$ cat config.mk
export PLATFORM = sky130hd
export DESIGN_NAME = pong_game_ctrl
export DESIGN_NICKNAME = d
export VERILOG_FILES = /design/src/rtl/pong_pkg.sv /design/src/rtl/bcd_cnt2.sv /design/src/rtl/pong_game_ctrl.sv
export SDC_FILE = /design/constraint.sdc
export NUM_CORES = 1
export LEC_CHECK = 0
export BUFFER_PORTS_ARGS = -buffer_cell sky130_fd_sc_hd__buf_2
export CAP_MARGIN = 20
export CORE_ASPECT_RATIO = 0.75
export CORE_MARGIN = 2
export CORE_UTILIZATION = 55
export CTS_CLUSTER_DIAMETER = 200
export DETAILED_ROUTE_END_ITERATION = 16
export PLACE_DENSITY = 0.82
export SYNTH_ARGS = -nofsm -noshare
export SYNTH_HDL_FRONTEND = slang
export SYNTH_SLANG_ARGS = --single-unit
$ cat constraint.sdc
create_clock -name clk -period 3.3 [get_ports clk]
set_clock_uncertainty 0.1 [all_clocks]
set_input_delay 0 -clock clk [delete_from_list [all_inputs] [get_ports clk]]
set_output_delay 0 -clock clk [all_outputs]
set_load 0.02 [all_outputs]
$ cat src/rtl/pong_pkg.sv
// Shared encodings and defaults for the pong game controller: state codes,
// player codes and a constant-time BCD conversion helper.
package pong_pkg;

  typedef enum logic [1:0] {
    NEWGAME = 2'b00,
    PLAY    = 2'b01,
    NEWBALL = 2'b10,
    OVER    = 2'b11
  } state_t;

  localparam logic PLAYER_A = 1'b0;
  localparam logic PLAYER_B = 1'b1;

  localparam int WIN_SCORE_DEF   = 5;
  localparam int DELAY_TICKS_DEF = 120;

  function automatic logic [7:0] to_bcd(input int value);
    return {4'(value / 10), 4'(value % 10)};
  endfunction

endpackage

$ cat src/rtl/bcd_cnt2.sv
// Two-digit BCD up-counter (00..99, wraps) with synchronous clear
// taking priority over increment.
module bcd_cnt2 (
  input  logic       clk,
  input  logic       reset,
  input  logic       inc,
  input  logic       clr,
  output logic [7:0] count
);

  logic [3:0] units;
  logic [3:0] tens;

  always_ff @(posedge clk or posedge reset) begin
    if (reset) begin
      units <= 4'd0;
      tens  <= 4'd0;
    end else if (clr) begin
      units <= 4'd0;
      tens  <= 4'd0;
    end else if (inc) begin
      if (units == 4'd9) begin
        units <= 4'd0;
        tens  <= (tens == 4'd9) ? 4'd0 : tens + 4'd1;
      end else begin
        units <= units + 4'd1;
      end
    end
  end

  assign count = {tens, units};

endmodule

$ cat src/rtl/pong_game_ctrl.sv
// Pong game sequencer: serve, rally scoring, pause timer and game-over.
// PONG_AUTO_SERVE_EN: when defined, NEWBALL serves automatically once the pause expires.
module pong_game_ctrl
  import pong_pkg::*;
#(
  parameter int WIN_SCORE   = WIN_SCORE_DEF,
  parameter int DELAY_TICKS = DELAY_TICKS_DEF
) (
  input  logic       clk,
  input  logic       reset,
  input  logic       tick,
  input  logic       btn_start,
  input  logic       hit_A,
  input  logic       hit_B,
  input  logic       miss,
  output logic       gra_still,
  output logic [7:0] score_A,
  output logic [7:0] score_B,
  output logic       game_over,
  output logic       winner,
  output logic [1:0] state
);

  // Comparing the pre-increment score against WIN_SCORE-1 avoids an adder in the win check.
  localparam logic [7:0] WIN_LAST = to_bcd(WIN_SCORE - 1);
  localparam logic [7:0] DELAY_LD = 8'(DELAY_TICKS);

  state_t     state_q, state_d;
  logic       last_hit_q, last_hit_d;
  logic       winner_q, winner_d;
  logic [7:0] timer_q;
  logic       timer_zero;
  logic       score_evt;
  logic       win_hit;
  logic       clr_scores;
  logic       inc_a, inc_b;

  assign timer_zero = (timer_q == 8'd0);
  assign score_evt  = (state_q == PLAY) && miss && !hit_A && !hit_B;
  assign win_hit    = (last_hit_q == PLAYER_A) ? (score_A == WIN_LAST) : (score_B == WIN_LAST);
  assign inc_a      = score_evt && (last_hit_q == PLAYER_A);
  assign inc_b      = score_evt && (last_hit_q == PLAYER_B);

  always_ff @(posedge clk or posedge reset) begin
    if (reset) begin
      state_q    <= NEWGAME;
      last_hit_q <= PLAYER_A;
      winner_q   <= PLAYER_A;
    end else begin
      state_q    <= state_d;
      last_hit_q <= last_hit_d;
      winner_q   <= winner_d;
    end
  end

  always_comb begin
    state_d    = state_q;
    last_hit_d = last_hit_q;
    winner_d   = winner_q;
    clr_scores = 1'b0;
    case (state_q)
      NEWGAME: begin
        if (btn_start) begin
          state_d    = PLAY;
          last_hit_d = PLAYER_A;
        end
      end
      PLAY: begin
        if (score_evt) begin
          if (win_hit) begin
            state_d  = OVER;
            winner_d = last_hit_q;
          end else begin
            state_d = NEWBALL;
          end
        end else if (hit_A && !hit_B) begin
          last_hit_d = PLAYER_A;
        end else if (hit_B && !hit_A) begin
          last_hit_d = PLAYER_B;
        end
      end
      NEWBALL: begin
`ifdef PONG_AUTO_SERVE_EN
        if (timer_zero) state_d = PLAY;
`else
        if (timer_zero && btn_start) state_d = PLAY;
`endif
      end
      OVER: begin
        if (timer_zero && btn_start) begin
          state_d    = NEWGAME;
          winner_d   = PLAYER_A;
          clr_scores = 1'b1;
        end
      end
      default: state_d = NEWGAME;
    endcase
  end

  // Load beats tick so a point scored on a frame pulse still gets the full pause.
  always_ff @(posedge clk or posedge reset) begin
    if (reset)                     timer_q <= 8'd0;
    else if (score_evt)            timer_q <= DELAY_LD;
    else if (tick && !timer_zero)  timer_q <= timer_q - 8'd1;
  end

  bcd_cnt2 u_score_a (
    .clk   (clk),
    .reset (reset),
    .inc   (inc_a),
    .clr   (clr_scores),
    .count (score_A)
  );

  bcd_cnt2 u_score_b (
    .clk   (clk),
    .reset (reset),
    .inc   (inc_b),
    .clr   (clr_scores),
    .count (score_B)
  );

  assign state     = state_q;
  assign gra_still = (state_q != PLAY);
  assign game_over = (state_q == OVER);
  assign winner    = winner_q;

endmodule

-- Word level (Yosys, flattened, before mapping)
Index checks and enable logic that the tools add are counted.
- add/subtract/negate cells: 5
- multiply operators: 0
- div/mod/pow operators: 0
- magnitude comparators: 0
- equality and inequality tests: 17
- shift operators: 0
- multiplexer cells: 34
- bitwise operators: 1
- reduce and logical (&&, ||, !) cells: 26
- operators by type and width (cell ; count):
    $mux 4 ; 14
    $add 4x1->4 const B ; 4
    $eq 4x4->1 const B ; 4
    $eq 8x3->1 const B ; 2
    $mux 8 ; 2
    $reduce_bool 2->1 ; 7
    $reduce_and 4->1 ; 3
    $mux 1 ; 11
    $ne 2x2->1 const B ; 5
    $logic_and 1x1->1 ; 9
    $logic_not 8->1 ; 1
    $mux 2 ; 4
    $pmux 2 s4 ; 1
    $sub 8x1->8 const B ; 1
    $eq 2x2->1 const B ; 2
    $ne 2x1->1 const B ; 2
    $pmux 1 s2 ; 2
    $reduce_and 2->1 ; 2
    $logic_not 1->1 ; 3
    $ne 3x1->1 const B ; 1
    $eq 2x1->1 const B ; 1
    $logic_not 2->1 ; 1
    $not 1->1 ; 1
- register bits after elaboration: 28
- bits in latches: 0
- bits in writable memories: 0
- ROM bits: 0
- output and inout bits: 21
- logic and storage cells: 91
- memories kept: 0

-- Depth between registers and ports, before layout
Gate-level depths: netlist (run 1).
- word-level depth: 7
- depth in mapped cells: 7
- gate-level depth less buffers: 6

-- Modules after synthesis
From an unflattened synthesis (run 1), not the netlist that was laid out.
- cell total of the unflattened synthesis: 174
- area total of the unflattened synthesis: 1681.6 sq um
- by module, submodules not included (module ; times used ; cells each ; area each (sq um) ; sequential area each (sq um)):
    bcd_cnt2 ; 2 ; 44 ; 466.7 ; 200.2
    pong_game_ctrl ; 1 ; 86 ; 748.2 ; 300.3

-- Worst setup path before layout (run 1)
OpenSTA, ideal clock, no wires.
- kind: register to register
- start point: reg timer_q[0]
- end point: reg u_score_b.units[2]
- library setup time: 0.121 ns
- arrival: 1.843 ns
- setup slack: 1.236 ns
- cell stages (with the launch flop): 8
- period minus slack after synthesis: 2.064 ns
- path through: dfrtp_1 -> inv_1 -> ha_1 -> or3b_2 -> clkbuf_1 -> nor3_2 -> buf_2 -> nor2_1
- longest elaborated chain between the ends: 5
- elaborated cells on any way between the ends: 6
- classes of those cells: 3 x mux; 3 x reduce/logical
- RTL lines (what ; RTL line ; text):
    start, declared ; pong_game_ctrl.sv:31 ; logic [7:0] timer_q;
    start signal, assigned ; pong_game_ctrl.sv:104 ; else if (tick && !timer_zero) timer_q <= timer_q - 8'd1;
    $logic_not 8->1 * ; pong_game_ctrl.sv:38 ; assign timer_zero = (timer_q == 8'd0);
    $logic_and 1x1->1 * ; pong_game_ctrl.sv:90 ; if (timer_zero && btn_start) begin
    $mux 1 * ; pong_game_ctrl.sv:90 ;
    $mux 1 * ; pong_game_ctrl.sv:61 ; case (state_q)
    $mux 4 or $reduce_bool 2->1 (tied branches) ; -- ;
    end signal, assigned ; bcd_cnt2.sv:26 ; units <= units + 4'd1;
    end, declared ; bcd_cnt2.sv:11 ; logic [3:0] units;
Every way passes the cells marked *; elsewhere a longest branch is shown, timed or not.
A chain may end at the register's enable or synchronous reset.

-- Worst setup path after layout (run 1)
- start point: reg state_q[1], in the netlist state[1]
- end point: reg u_score_b.tens[2]
- longest elaborated chain between the ends: 7
- elaborated cells on any way between the ends: 11
- classes of those cells: 2 x eq/ne; 2 x mux; 7 x reduce/logical
- RTL lines (what ; RTL line ; text):
    start, declared ; pong_game_ctrl.sv:28 ; state_t state_q, state_d;
    start signal, assigned ; pong_game_ctrl.sv:50 ; state_q <= state_d;
    $eq 2x1->1 ; pong_game_ctrl.sv:39 ; assign score_evt = (state_q == PLAY) && miss && !hit_A && !hit_B;
    $logic_and 1x1->1 (3 in series) ; pong_game_ctrl.sv:39 ;
    $logic_and 1x1->1 ; pong_game_ctrl.sv:42 ; assign inc_b = score_evt && (last_hit_q == PLAYER_B);
    $reduce_bool 2->1 (no source line) ; -- ;
    $reduce_and 2->1 (no source line) ; -- ;
    end signal, assigned ; bcd_cnt2.sv:24 ; tens <= (tens == 4'd9) ? 4'd0 : tens + 4'd1;
    end, declared ; bcd_cnt2.sv:12 ; logic [3:0] tens;
Several ways; a longest one is shown, not always the timed one.

==> summary.md, run 1 <==
| Metric | Value |
|---|---|
| Post-layout minimum cycle time | `2220 ps` |
| Initial drt markers | `138` |
| CP Depth | `4` |
| Total CTS buffers | `3` |
| Most frequent cells in the layout | `28 x dfrtp_1, 27 x buf_2, 17 x a21oi_1` |
| # hold bufs at CTS | `3` |
| Final worst setup slack | `1080 ps` |
| Pin count of the biggest net entering global routing | `29` |
| Fill cells | `251` |
| I/O pins | `28` |
| Layout net count | `232` |
| Startpoint types | `register` |
| Initial core utilization | `0.582` |
| R2R setup slack | `1080 ps` |
| Post-CTS setup buffer count | `0` |
| DR DRC count | `0` |
| Worst vdd ir | `0.000332 V` |
| Row cnt | `17` |
| WHS Path Cells | `4` |
| Detail Route Antenna Nets | `0` |
| Layout cells sized above 1 | `0.191` |
| Register area share after synthesis | `0.407` |
| Syn-to-layout area delta | `16.6%` |
| Root Buffer | `clkbuf_8` |
| Post-CTS Resized | `0` |
| Ys Warns | `0` |
| Antenna Cells | `0` |
| Clk slew on worst S/H paths | `110 ps` |
| Slew HR | `0.652` |
| DP Area | `1880 um^2` |
| Gp weighted congestion | `0.847` |
| Post-synth top flop | `dfrtp_1` |
| #FFs+latches synth | `28` |
| Clock H-tree levels | `1` |
| Final-report hold violation count | `0` |
| Later-pin clock latency in the skew report | `280 ps` |
| Port Buf Inserts | `27` |
| Core area | `2960 um^2` |
| TritonCTS clock tree | `done` |
| TNS Setup | `0 ps` |
| Period utilization | `0.674` |
| Vias per cell | `6.07` |
| Cells after Synth | `185` |
| CP Class | `reg2reg` |
| Syn avg cell area | `9.31 um^2` |
| Syn_nets | `201` |
| Endpoints failing setup | `0` |
| Critical-path top delay cell | `nor4b_4` |
| First-pass GRT wire length | `6590 um` |
| Initial antenna violation count | `0` |
| Crit path max-delay family | `simple AND/OR/NAND/NOR gates` |
| Grt ovf | `0` |
| R2R depth | `4` |
| Number of max-cap violations | `0` |
| Vias in the first global route | `1429` |
| Die Ht | `52.5 um` |
| Wire length per cell | `15.3 um` |
| Ys async rst share | `1.00` |
| Cell Pwr Density | `628 nW/um^2` |
| Worst slew pin tran | `522 ps` |
| CTS Buffer Depth | `2` |
| WP data arrival | `2330 ps` |
| CP Buf/Inv Count | `0` |
| Multi-input gate area | `940 um^2` |
| Syn Std Cell Area | `1720 um^2` |
| Total track usage | `0.246` |
| Worst Path Max Fanout | `9` |
| Register Area | `701 um^2` |
| Drt total wl | `3880 um` |
| Design area | `2010 um^2` |
| CTS sink count | `28` |
| TritonRoute pass-1 iters | `4` |
| CP max stage delay | `560 ps` |
| Fmax | `0.450 GHz` |
| Status | `finished, final reports clean` |
| HPWL after detailed placement | `2710 um` |
| Die W | `68.6 um` |
| DP Worst Slack | `1120 ps` |
| CP cell instances | `nor4b_4, nand4_2, or4b_1, a21oi_1` |
| RSZ-0062 raised after global routing | `false` |
| Commonest non-fill, non-tap cell in the layout | `dfrtp_1` |
| Setup crit end kind | `register` |
| Max-slew violation count | `0` |
| Distinct cell type count after synthesis | `50` |
| Number of synthesized flops with an enable pin | `0` |
| HP Class | `in2reg` |
| Lkg Pwr | `0.933 nW` |
| Total number of vias | `1536` |
| CP Data Required Time | `3410 ps` |
| Die area | `3600 um^2` |
[power by group]
group	total (mW)	internal [mW]	leakage [nW]	switching, mW
sequential	0.581	0.430	0.350	0.151
clock	0.274	0.163	0.0357	0.111
combinational	0.406	0.175	0.547	0.230
[state kept, by name, summed over array words and instances, names as in the netlist]
signal	count
last_hit_q	1
state	2
timer_q	8
u_score_a.tens	4
u_score_a.units	4
u_score_b.tens	4
u_score_b.units	4
winner	1
[final timing paths]
kind                       startpoint                 to
setup / recovery             state[1]  u_score_b.tens[2]
hold / removal                  hit_B         last_hit_q
setup reg to reg             state[1]  u_score_b.tens[2]
hold reg to reg            timer_q[5]         timer_q[5]
max in group asynchronous       reset  u_score_b.tens[0]
min in group asynchronous       reset  u_score_a.tens[1]
[area by class of cell]
cell class / count / area share
clock inverter: 1 / 0.0150
timing repair buffer: 32 / 0.0997
tap: 38 / 0.0237
multi-input combinational: 138 / 0.468
clock buffer: 3 / 0.0206
inverter: 13 / 0.0243
sequential: 28 / 0.349
[synthesized netlist by cell type, types with 2 or more instances]
library cell / number / share of area
dfrtp_1: 28 / 0.41
a21oi_1: 17 / 0.049
o21ai_0: 14 / 0.041
inv_1: 13 / 0.028
nand2_1: 13 / 0.028
or3_1: 11 / 0.040
nor2_1: 10 / 0.022
ha_1: 9 / 0.065
nand3_1: 7 / 0.020
nor3_1: 4 / 0.012
or4_1: 4 / 0.017
a31oi_1: 3 / 0.011
clkbuf_1: 3 / 0.0065
nor4b_1: 3 / 0.015
and2_1: 2 / 0.0073
and3_1: 2 / 0.0073
and3b_1: 2 / 0.010
buf_2: 2 / 0.0058
nor3b_1: 2 / 0.0087
nor4_1: 2 / 0.0073
o211ai_1: 2 / 0.0087
o31ai_1: 2 / 0.0087
or4b_1: 2 / 0.012
xor2_1: 2 / 0.010
[worst min-delay path, cell delays in order]
cell and delay, ps:
buf_2 120, nand2_1 50, o21ai_0 70, a22o_1 130
[per-layer routing]
| layer | wire length, um | part of all wire | up-vias | track usage |
|---|---|---|---|---|
| li1 | - | - | 739 | - |
| met1 | 1880 | 0.49 | 738 | 0.363 |
| met2 | 1720 | 0.44 | 55 | 0.365 |
| met3 | 253 | 0.065 | 4 | 0.0452 |
| met4 | 27 | 0.0070 | 0 | 0.0700 |
| met5 | 0 | 0 | - | 0 |
[cell families after synthesis]
family / after synthesis / share of synthesized area
mux: 1 / 0.00581
fa+ha+maj: 9 / 0.0654
compound gates: 47 / 0.171
flops: 28 / 0.407
buf+inv: 19 / 0.0472
xor+xnor: 3 / 0.0153
simple gates: 78 / 0.289
[per-stage QoR]
stage | total power, mW | instances | util | hold WS [ps]
2_1_floorplan | 0.860 | 185 | - | -34.6
3_3_place_gp | 0.960 | 245 | 0.636 | 192
3_5_place_dp | 0.982 | 245 | 0.636 | 213
4_1_cts | 1.26 | 252 | 0.670 | 17.3
5_1_grt | 1.35 | 253 | 0.679 | 33.4
6_report | 1.26 | 253 | 0.679 | 11.4
Power figures use the tool's default switching activity.
==> run 2: changes to the inputs <==
--- a/config.mk
+++ b/config.mk
@@ -5,14 +5,15 @@
 export SDC_FILE = /design/constraint.sdc
 export NUM_CORES = 1
 export LEC_CHECK = 0
+export ABC_AREA = 1
 export BUFFER_PORTS_ARGS = -buffer_cell sky130_fd_sc_hd__buf_2
 export CAP_MARGIN = 20
 export CORE_ASPECT_RATIO = 0.75
 export CORE_MARGIN = 2
-export CORE_UTILIZATION = 55
+export CORE_UTILIZATION = 51
 export CTS_CLUSTER_DIAMETER = 200
 export DETAILED_ROUTE_END_ITERATION = 16
-export PLACE_DENSITY = 0.82
+export PLACE_DENSITY = 0.8
 export SYNTH_ARGS = -nofsm -noshare
 export SYNTH_HDL_FRONTEND = slang
 export SYNTH_SLANG_ARGS = --single-unit
==> constraint.sdc (replaced) <==
create_clock -name clk -period 1.8 [get_ports clk]
set_clock_uncertainty 0.1 [all_clocks]
set_input_delay 0 -clock clk [delete_from_list [all_inputs] [get_ports clk]]
set_output_delay 0 -clock clk [all_outputs]
set_load 0.02 [all_outputs]
==> run 2 against run 1 <==
  * Synthesized cell count grew 29%
  * Synthesized area rose by 7.4%
  * Critical path type unchanged
  * Clock-buffer cell count is the same
  * Worst hold slack better by 20 ps
  * Power rose by 110%
  * Combinational power rose to 3.0 times the previous value
  * Highest routed layer unchanged
  * Die area up 15%
  * Routed wire length increased by 3.9%
==> summary.md, run 2 <==
| Metric | Value |
|---|---|
| Met1 Usage GRT | `0.312 (was 0.363)` |
| Met3 Use GR | `0.0453 (was 0.0452)` |
| Leading area contributor after synthesis | `dfrtp_1 (unchanged)` |
| Row cnt | `18 (was 17)` |
| Max-slew violation count | `0 (unchanged)` |
| Worst setup path start | `timer_q[0] (was state[1])` |
| Grt ovf | `0 (unchanged)` |
| Root Buffer | `clkbuf_8 (unchanged)` |
| Syn_nets | `255 (was 201)` |
| TritonRoute pass-1 iters | `5 (was 4)` |
| Cell Pwr Density | `1260 nW/um^2 (was 628 nW/um^2)` |
| Startpoint types | `register (unchanged)` |
| Crit path max-delay family | `simple AND/OR/NAND/NOR gates (unchanged)` |
| Status | `finished, final reports clean (unchanged)` |
| DR DRC count | `0 (unchanged)` |
| Syn Std Cell Area | `1850 um^2 (was 1720 um^2)` |
| Syn avg cell area | `7.74 um^2 (was 9.31 um^2)` |
| Fill cells | `290 (was 251)` |
| Endpoints failing setup | `0 (unchanged)` |
| Period utilization | `0.926 (was 0.674)` |
| Detail Route Antenna Nets | `0 (unchanged)` |
| Post-CTS setup buffer count | `0 (unchanged)` |
| WP data arrival | `1740 ps (was 2330 ps)` |
| Worst-case hold slack | `31.1 ps (was 11.4 ps)` |
| First-pass GRT wire length | `7220 um (was 6590 um)` |
| Worst vdd ir | `0.00100 V (was 0.000332 V)` |
| Reg with most FFs | `timer_q (unchanged)` |
| Syn-to-layout area delta | `16.0% (was 16.6%)` |
| Ys Warns | `0 (unchanged)` |
| Top-count cell post-synth | `nand2_1 (was dfrtp_1)` |
| CTS Buffer Depth | `2 (unchanged)` |
| Core area | `3380 um^2 (was 2960 um^2)` |
| Clock H-tree levels | `1 (unchanged)` |
| Layout cells sized above 1 | `0.179 (was 0.191)` |
| Final-report hold violation count | `0 (unchanged)` |
| Wire length per cell | `12.8 um (was 15.3 um)` |
| Worst slew pin tran | `404 ps (was 522 ps)` |
| Vias per cell | `5.47 (was 6.07)` |
| Worst r2r src | `timer_q[0] (was state[1])` |
| CP cell instances | `inv_1, ha_1, nand2_2, nor3_4, nand3_2, buf_12, o211ai_1, nand2_1 (was nor4b_4, nand4_2, or4b_1, a21oi_1)` |
| Die W | `73.5 um (was 68.6 um)` |
| Overall Power | `2.71 mW (was 1.26 mW)` |
| GR Util met2 | `0.334 (was 0.365)` |
| Total number of vias | `1719 (was 1536)` |
| Worst r2r dst | `u_score_a.tens[1] (was u_score_b.tens[2])` |
| Top cells by area, synth | `dfrtp_1 38%, nand3_1 9.2%, nand2_1 9.1% (was dfrtp_1 41%, ha_1 6.5%, a21oi_1 4.9%)` |
| Die Ht | `56.2 um (was 52.5 um)` |
| Setup crit end kind | `register (unchanged)` |
| Slew HR | `0.730 (was 0.652)` |
| Initial antenna violation count | `0 (unchanged)` |
| CP max stage delay | `380 ps (was 560 ps)` |
| CTS sink count | `28 (unchanged)` |
| Number of flip-flops in the largest register | `8 (unchanged)` |
| Later-pin clock latency in the skew report | `280 ps (about the same)` |
| Register area share after synthesis | `0.379 (was 0.407)` |
| Worst Path Max Fanout | `32 (was 9)` |
| CP Class | `reg2reg (unchanged)` |
| TritonCTS clock tree | `done (unchanged)` |
| Fmax | `0.600 GHz (was 0.450 GHz)` |
| CP Buf/Inv Count | `2 (was 0)` |
| Number of synthesized flops with an enable pin | `0 (unchanged)` |
| Commonest non-fill, non-tap cell in the layout | `nand2_1 (was dfrtp_1)` |
| Gp weighted congestion | `0.892 (was 0.847)` |
| HPWL after detailed placement | `3000 um (was 2710 um)` |
| TNS Setup | `0 ps (unchanged)` |
| Top cell type's share of synthesized area | `0.379 (was 0.407)` |
| CP Data Required Time | `1870 ps (was 3410 ps)` |
| CP Depth | `8 (was 4)` |
| R2R depth | `8 (was 4)` |
| Most frequent cells in the layout | `45 x nand2_1, 34 x nand3_1, 30 x inv_1 (was 28 x dfrtp_1, 27 x buf_2, 17 x a21oi_1)` |
| HP Class | `in2reg (unchanged)` |
| Port Buf Inserts | `27 (unchanged)` |
| Lkg Pwr | `1.24 nW (was 0.933 nW)` |
| Vias in the first global route | `1632 (was 1429)` |
| Pin count of the biggest net entering global routing | `33 (was 29)` |
| I/O pins | `28 (unchanged)` |
| Post-layout minimum cycle time | `1670 ps (was 2220 ps)` |
| Ys async rst share | `1.00 (unchanged)` |
| Cells after Synth | `239 (was 185)` |
| GRT busiest layer | `met2 (unchanged)` |
| Number of max-cap violations | `0 (unchanged)` |
| Total track usage | `0.217 (was 0.246)` |
| RSZ-0062 raised after global routing | `false (unchanged)` |
| Total CTS buffers | `3 (unchanged)` |
| Distinct cell type count after synthesis | `24 (was 50)` |
| Initial drt markers | `184 (was 138)` |
| Top cells by count, synth | `45 x nand2_1, 34 x nand3_1, 30 x inv_1 (was 28 x dfrtp_1, 17 x a21oi_1, 14 x o21ai_0)` |
| Critical-path top delay cell | `dfrtp_1 (was nor4b_4)` |
| R2R setup slack | `130 ps (was 1080 ps)` |
| #FFs+latches synth | `28 (unchanged)` |
| Clk slew on worst S/H paths | `100 ps (was 110 ps)` |
| Worst setup endpoint | `u_score_a.tens[1] (was u_score_b.tens[2])` |
| Drt total wl | `4030 um (was 3880 um)` |
| Antenna Cells | `0 (unchanged)` |
| Die area | `4130 um^2 (was 3600 um^2)` |
| Post-synth top flop | `dfrtp_1 (unchanged)` |
| Initial core utilization | `0.547 (was 0.582)` |
| Layout net count | `291 (was 232)` |
[run 2: worst min-delay path by stage]
stage              start         end  slack, ps  depth (start not counted)
4_1_cts        btn_start    state[1]         40                          4
2_1_floorplan      reset  last_hit_q        -30                          1
3_5_place_dp       reset  timer_q[3]        -10                          3
5_1_grt            hit_A  last_hit_q         70                          4
3_3_place_gp       reset  timer_q[3]        -10                          3
6_report       btn_start    state[1]         30                          4
[run 2: tightest hold or removal path, stage by stage]
cell and delay (ps):
buf_2 120, nand3_1 110, nand2_1 70, nand2_1 70
[run 2: cell type report]
cell class	count	area (um^2)	area share
timing repair buffer	34	203	0.0945
inverter	33	134	0.0624
multi-input combinational	175	987	0.460
tap	40	50.0	0.0233
sequential	28	701	0.327
clock inverter	1	30.0	0.0140
clock buffer	3	41.3	0.0192
[run 2: routing by layer]
metal / part of all wire / wire length (um) / up-vias
li1: - / - / 860
met1: 0.47 / 1900 / 791
met2: 0.45 / 1830 / 62
met3: 0.064 / 257 / 6
met4: 0.0094 / 38 / 0
met5: 0 / 0 / -
[run 2: cell families (layout without fill, tap and decap cells)]
family / Yosys count / count (layout) / share of synthesized area
and+or+nand+nor: 131 / 131 / 0.334
buffers and inverters: 36 / 71 / 0.0907
DFF: 28 / 28 / 0.379
AOI/OAI and AO/OA: 22 / 22 / 0.0738
xor gates and xnor gates: 13 / 13 / 0.0616
adders and majority gates: 9 / 9 / 0.0609
[run 2: power breakdown]
part / total, mW / switching (mW) / internal, mW
clock network: 0.505 / 0.207 / 0.298
registers: 1.00 / 0.198 / 0.804
logic: 1.20 / 0.760 / 0.442
total: 2.71 / 1.16 / 1.54
[run 2: what timing repair did]
| action | in CTS | in global routing |
|---|---|---|
| hold buffers | 1 | 0 |
| endpoints found under the hold margin | 28 | 0 |
| resized for setup | 0 | 1 |
| endpoints found under the setup margin | 0 | 21 |
[run 2: per-stage QoR]
step                      instances  instance area [um^2]  setup slack (ps)  utilization
final                           314                  2150               133        0.635
after global routing            314                  2150              9.48        0.635
after CTS                       314                  2140              29.9        0.633
after detailed placement        309                  2060              51.8        0.609
after global placement          309                  2060               162        0.609
after floorplan                 239                  1850               106            -
==> run 3: changes to the inputs <==
--- a/config.mk
+++ b/config.mk
@@ -5,15 +5,13 @@
 export SDC_FILE = /design/constraint.sdc
 export NUM_CORES = 1
 export LEC_CHECK = 0
-export ABC_AREA = 1
 export BUFFER_PORTS_ARGS = -buffer_cell sky130_fd_sc_hd__buf_2
 export CAP_MARGIN = 20
-export CORE_ASPECT_RATIO = 0.75
 export CORE_MARGIN = 2
-export CORE_UTILIZATION = 51
+export CORE_UTILIZATION = 50
 export CTS_CLUSTER_DIAMETER = 200
 export DETAILED_ROUTE_END_ITERATION = 16
-export PLACE_DENSITY = 0.8
+export PLACE_DENSITY = 0.79
 export SYNTH_ARGS = -nofsm -noshare
 export SYNTH_HDL_FRONTEND = slang
 export SYNTH_SLANG_ARGS = --single-unit
==> run 3 against run 2 <==
  * The flow now finishes with violations (setup timing)
  * Critical path depth shrank 4
  * Global-route usage up 1.6 points
  * Cell area rose by 12%
  * Routed wire length rose by 12%
  * Via count decreased by 0.17%
  * Clock-buffer cell count increased by 1
  * Critical path type unchanged
  * Sequential power fell by 7%
  * Flip-flop and latch count unchanged
  * Sequential share of layout area fell by 3.3 points
  * Clock power fell by 36%
==> summary.md, run 3 (synthesis results as in run 1) <==
| Metric | Value |
|---|---|
| Endpoints failing setup | `24 (was 0)` |
| Antenna Cells | `0 (unchanged)` |
| Port Buf Inserts | `27 (unchanged)` |
| Layout cells sized above 1 | `0.422 (was 0.179)` |
| Final worst setup slack | `-140 ps (was 133 ps)` |
| Failing checks | `setup timing` |
| Fill cells | `265 (was 290)` |
| Most frequent cells in the layout | `29 x buf_4, 27 x buf_2, 26 x dfrtp_1 (was 45 x nand2_1, 34 x nand3_1, 30 x inv_1)` |
| Layout net count | `268 (was 291)` |
| Met2 WL post-DR | `2370 um (was 1830 um)` |
| Top Layer Used | `met4 (unchanged)` |
| Reg with most FFs | `timer_q (unchanged)` |
| HP Class | `in2reg (unchanged)` |
| Status | `complete, but fails checks (was finished, final reports clean)` |
| Grt ovf | `0 (unchanged)` |
| Wire length per cell | `15.1 um (was 12.8 um)` |
| Clock H-tree levels | `1 (unchanged)` |
| Commonest non-fill, non-tap cell in the layout | `buf_4 (was nand2_1)` |
| Initial antenna violation count | `0 (unchanged)` |
| Drt total wl | `4500 um (was 4030 um)` |
| Met1 Wirelength | `1910 um (was 1900 um)` |
| Worst Path Max Fanout | `5 (was 32)` |
| Met3 Routed Length | `134 um (was 257 um)` |
| Overall Power | `2.66 mW (was 2.71 mW)` |
| First-pass GRT wire length | `7470 um (was 7220 um)` |
| Max-slew violation count | `0 (unchanged)` |
| Total number of vias | `1716 (was 1719)` |
| Total CTS buffers | `3 (unchanged)` |
| CTS sink count | `28 (unchanged)` |
| Number of flip-flops in the largest register | `8 (unchanged)` |
| CP max stage delay | `590 ps (was 380 ps)` |
| Detail Route Antenna Nets | `0 (unchanged)` |
| Row cnt | `21 (was 18)` |
| Initial core utilization | `0.520 (was 0.547)` |
| Startpoint types | `register (unchanged)` |
| Clk slew on worst S/H paths | `150 ps (was 100 ps)` |
| Initial drt markers | `94 (was 184)` |
| CP Class | `reg2reg (unchanged)` |
| Number of max-cap violations | `0 (unchanged)` |
| CP Data Required Time | `1940 ps (was 1870 ps)` |
| Die W | `62.7 um (was 73.5 um)` |
| Lkg Pwr | `1.10 nW (was 1.24 nW)` |
| Setup crit end kind | `register (unchanged)` |
| Pin count of the biggest net entering global routing | `29 (was 33)` |
| WP data arrival | `2080 ps (was 1740 ps)` |
| Worst vdd ir | `0.000693 V (was 0.00100 V)` |
| Total track usage | `0.233 (was 0.217)` |
| Post-layout minimum cycle time | `1940 ps (was 1670 ps)` |
| TritonCTS clock tree | `done (unchanged)` |
| Root Buffer | `clkbuf_4 (was clkbuf_8)` |
| I/O pins | `28 (unchanged)` |
| Critical-path top delay cell | `or4_4 (was dfrtp_1)` |
| Vias per cell | `5.78 (was 5.47)` |
| Cell Pwr Density | `1110 nW/um^2 (was 1260 nW/um^2)` |
| Fmax | `0.515 GHz (was 0.600 GHz)` |
| TNS Setup | `-1670 ps (was 0 ps)` |
| Later-pin clock latency in the skew report | `340 ps (was 280 ps)` |
| Die area | `3930 um^2 (was 4130 um^2)` |
| Syn-to-layout area delta | `39.1% (was 16.0%)` |
| Gp weighted congestion | `0.836 (was 0.892)` |
| Worst slew pin tran | `475 ps (was 404 ps)` |
| Core area | `3310 um^2 (was 3380 um^2)` |
| RSZ-0062 raised after global routing | `true (was false)` |
| Final-report hold violation count | `0 (unchanged)` |
| Period utilization | `1.08 (was 0.926)` |
| Die Ht | `62.7 um (was 56.2 um)` |
| HPWL after detailed placement | `3040 um (was 3000 um)` |
| TritonRoute pass-1 iters | `4 (was 5)` |
| CTS Buffer Depth | `2 (unchanged)` |
| Vias in the first global route | `1705 (was 1632)` |
| CP cell instances | `or4_4, o311ai_4, nor3_2, or3b_1 (was inv_1, ha_1, nand2_2, nor3_4, nand3_2, buf_12, o211ai_1, nand2_1)` |
| DR DRC count | `0 (unchanged)` |
| Slew HR | `0.680 (was 0.730)` |
-- run 3: cell types whose count changed in the layout (fill, tap and decap cells not counted), sizes merged, moves of 6 or more --
cell	change
or3	+11
or4	+6
nand4	-12
o21ai	+8
o211ai	-6
buf	+29
nand3	-28
xor2	-10
nand2	-35
nor2	-20
inv	-18
a21oi	+11
-- run 3: path summary, 6_finish.rpt --
path / slack, ps / end / depth (start not counted) / from
max reg2reg: -140 / timer_q[6] / 4 / timer_q[5]
min reg2reg: 520 / u_score_a.tens[1] / 2 / u_score_a.tens[1]
min: 30 / u_score_b.units[2] / 4 / miss
max: -140 / timer_q[6] / 4 / timer_q[5]
max in group asynchronous: 1180 / state[0] / 4 / reset
min in group asynchronous: 140 / u_score_a.tens[1] / 4 / reset
-- run 3: metrics by stage --
step | std cells | hold slack, ps | utilization | setup slack, ps | cell area, um^2
after floorplan | 185 | -34.7 | - | -140 | 1780
after global placement | 281 | -18.1 | 0.646 | -99.1 | 2140
after detailed placement | 281 | -15.1 | 0.646 | -157 | 2140
after CTS | 293 | 31.0 | 0.688 | -127 | 2280
after global routing | 297 | 46.9 | 0.723 | -189 | 2390
final | 297 | 27.8 | 0.723 | -140 | 2390
-- run 3: worst max-delay path, delay by kind of cell, from the launching register on --
family | cells | cell delay, ps
AOI/OAI and AO/OA | 1 | 320
DFF | 1 | 420
and+or+nand+nor | 3 | 1000
-- run 3: cell type report --
cell class	count	area, um^2	share of cell area
tap	46	57.6	0.0240
inverter	13	48.8	0.0204
multi-input combinational	139	1080	0.450
clock buffer	4	36.3	0.0152
timing repair buffer	67	470	0.196
sequential	28	703	0.294
-- run 3: what timing repair did --
item                                    in CTS  in global routing
hold buffers                                 5                  0
gates resized for setup                      8                 26
gates cloned                                 1                  0
pin swaps                                    4                  2
endpoints found under the setup margin      11                 27
buffers inserted                             2                  4
endpoints found under the hold margin       33                  0
-- run 3: report_power, final --
group	switching (mW)	total, mW	leakage, nW	internal (mW)
Sequential	0.134	0.926	0.349	0.792
Clock	0.198	0.322	0.0210	0.124
Combinational	0.736	1.41	0.726	0.675
-- run 3: per-layer routing --
layer | vias to the layer above | track usage
met5 | - | 0
met4 | 0 | 0.0944
met3 | 8 | 0.0216
met2 | 30 | 0.431
met1 | 863 | 0.275
li1 | 815 | -
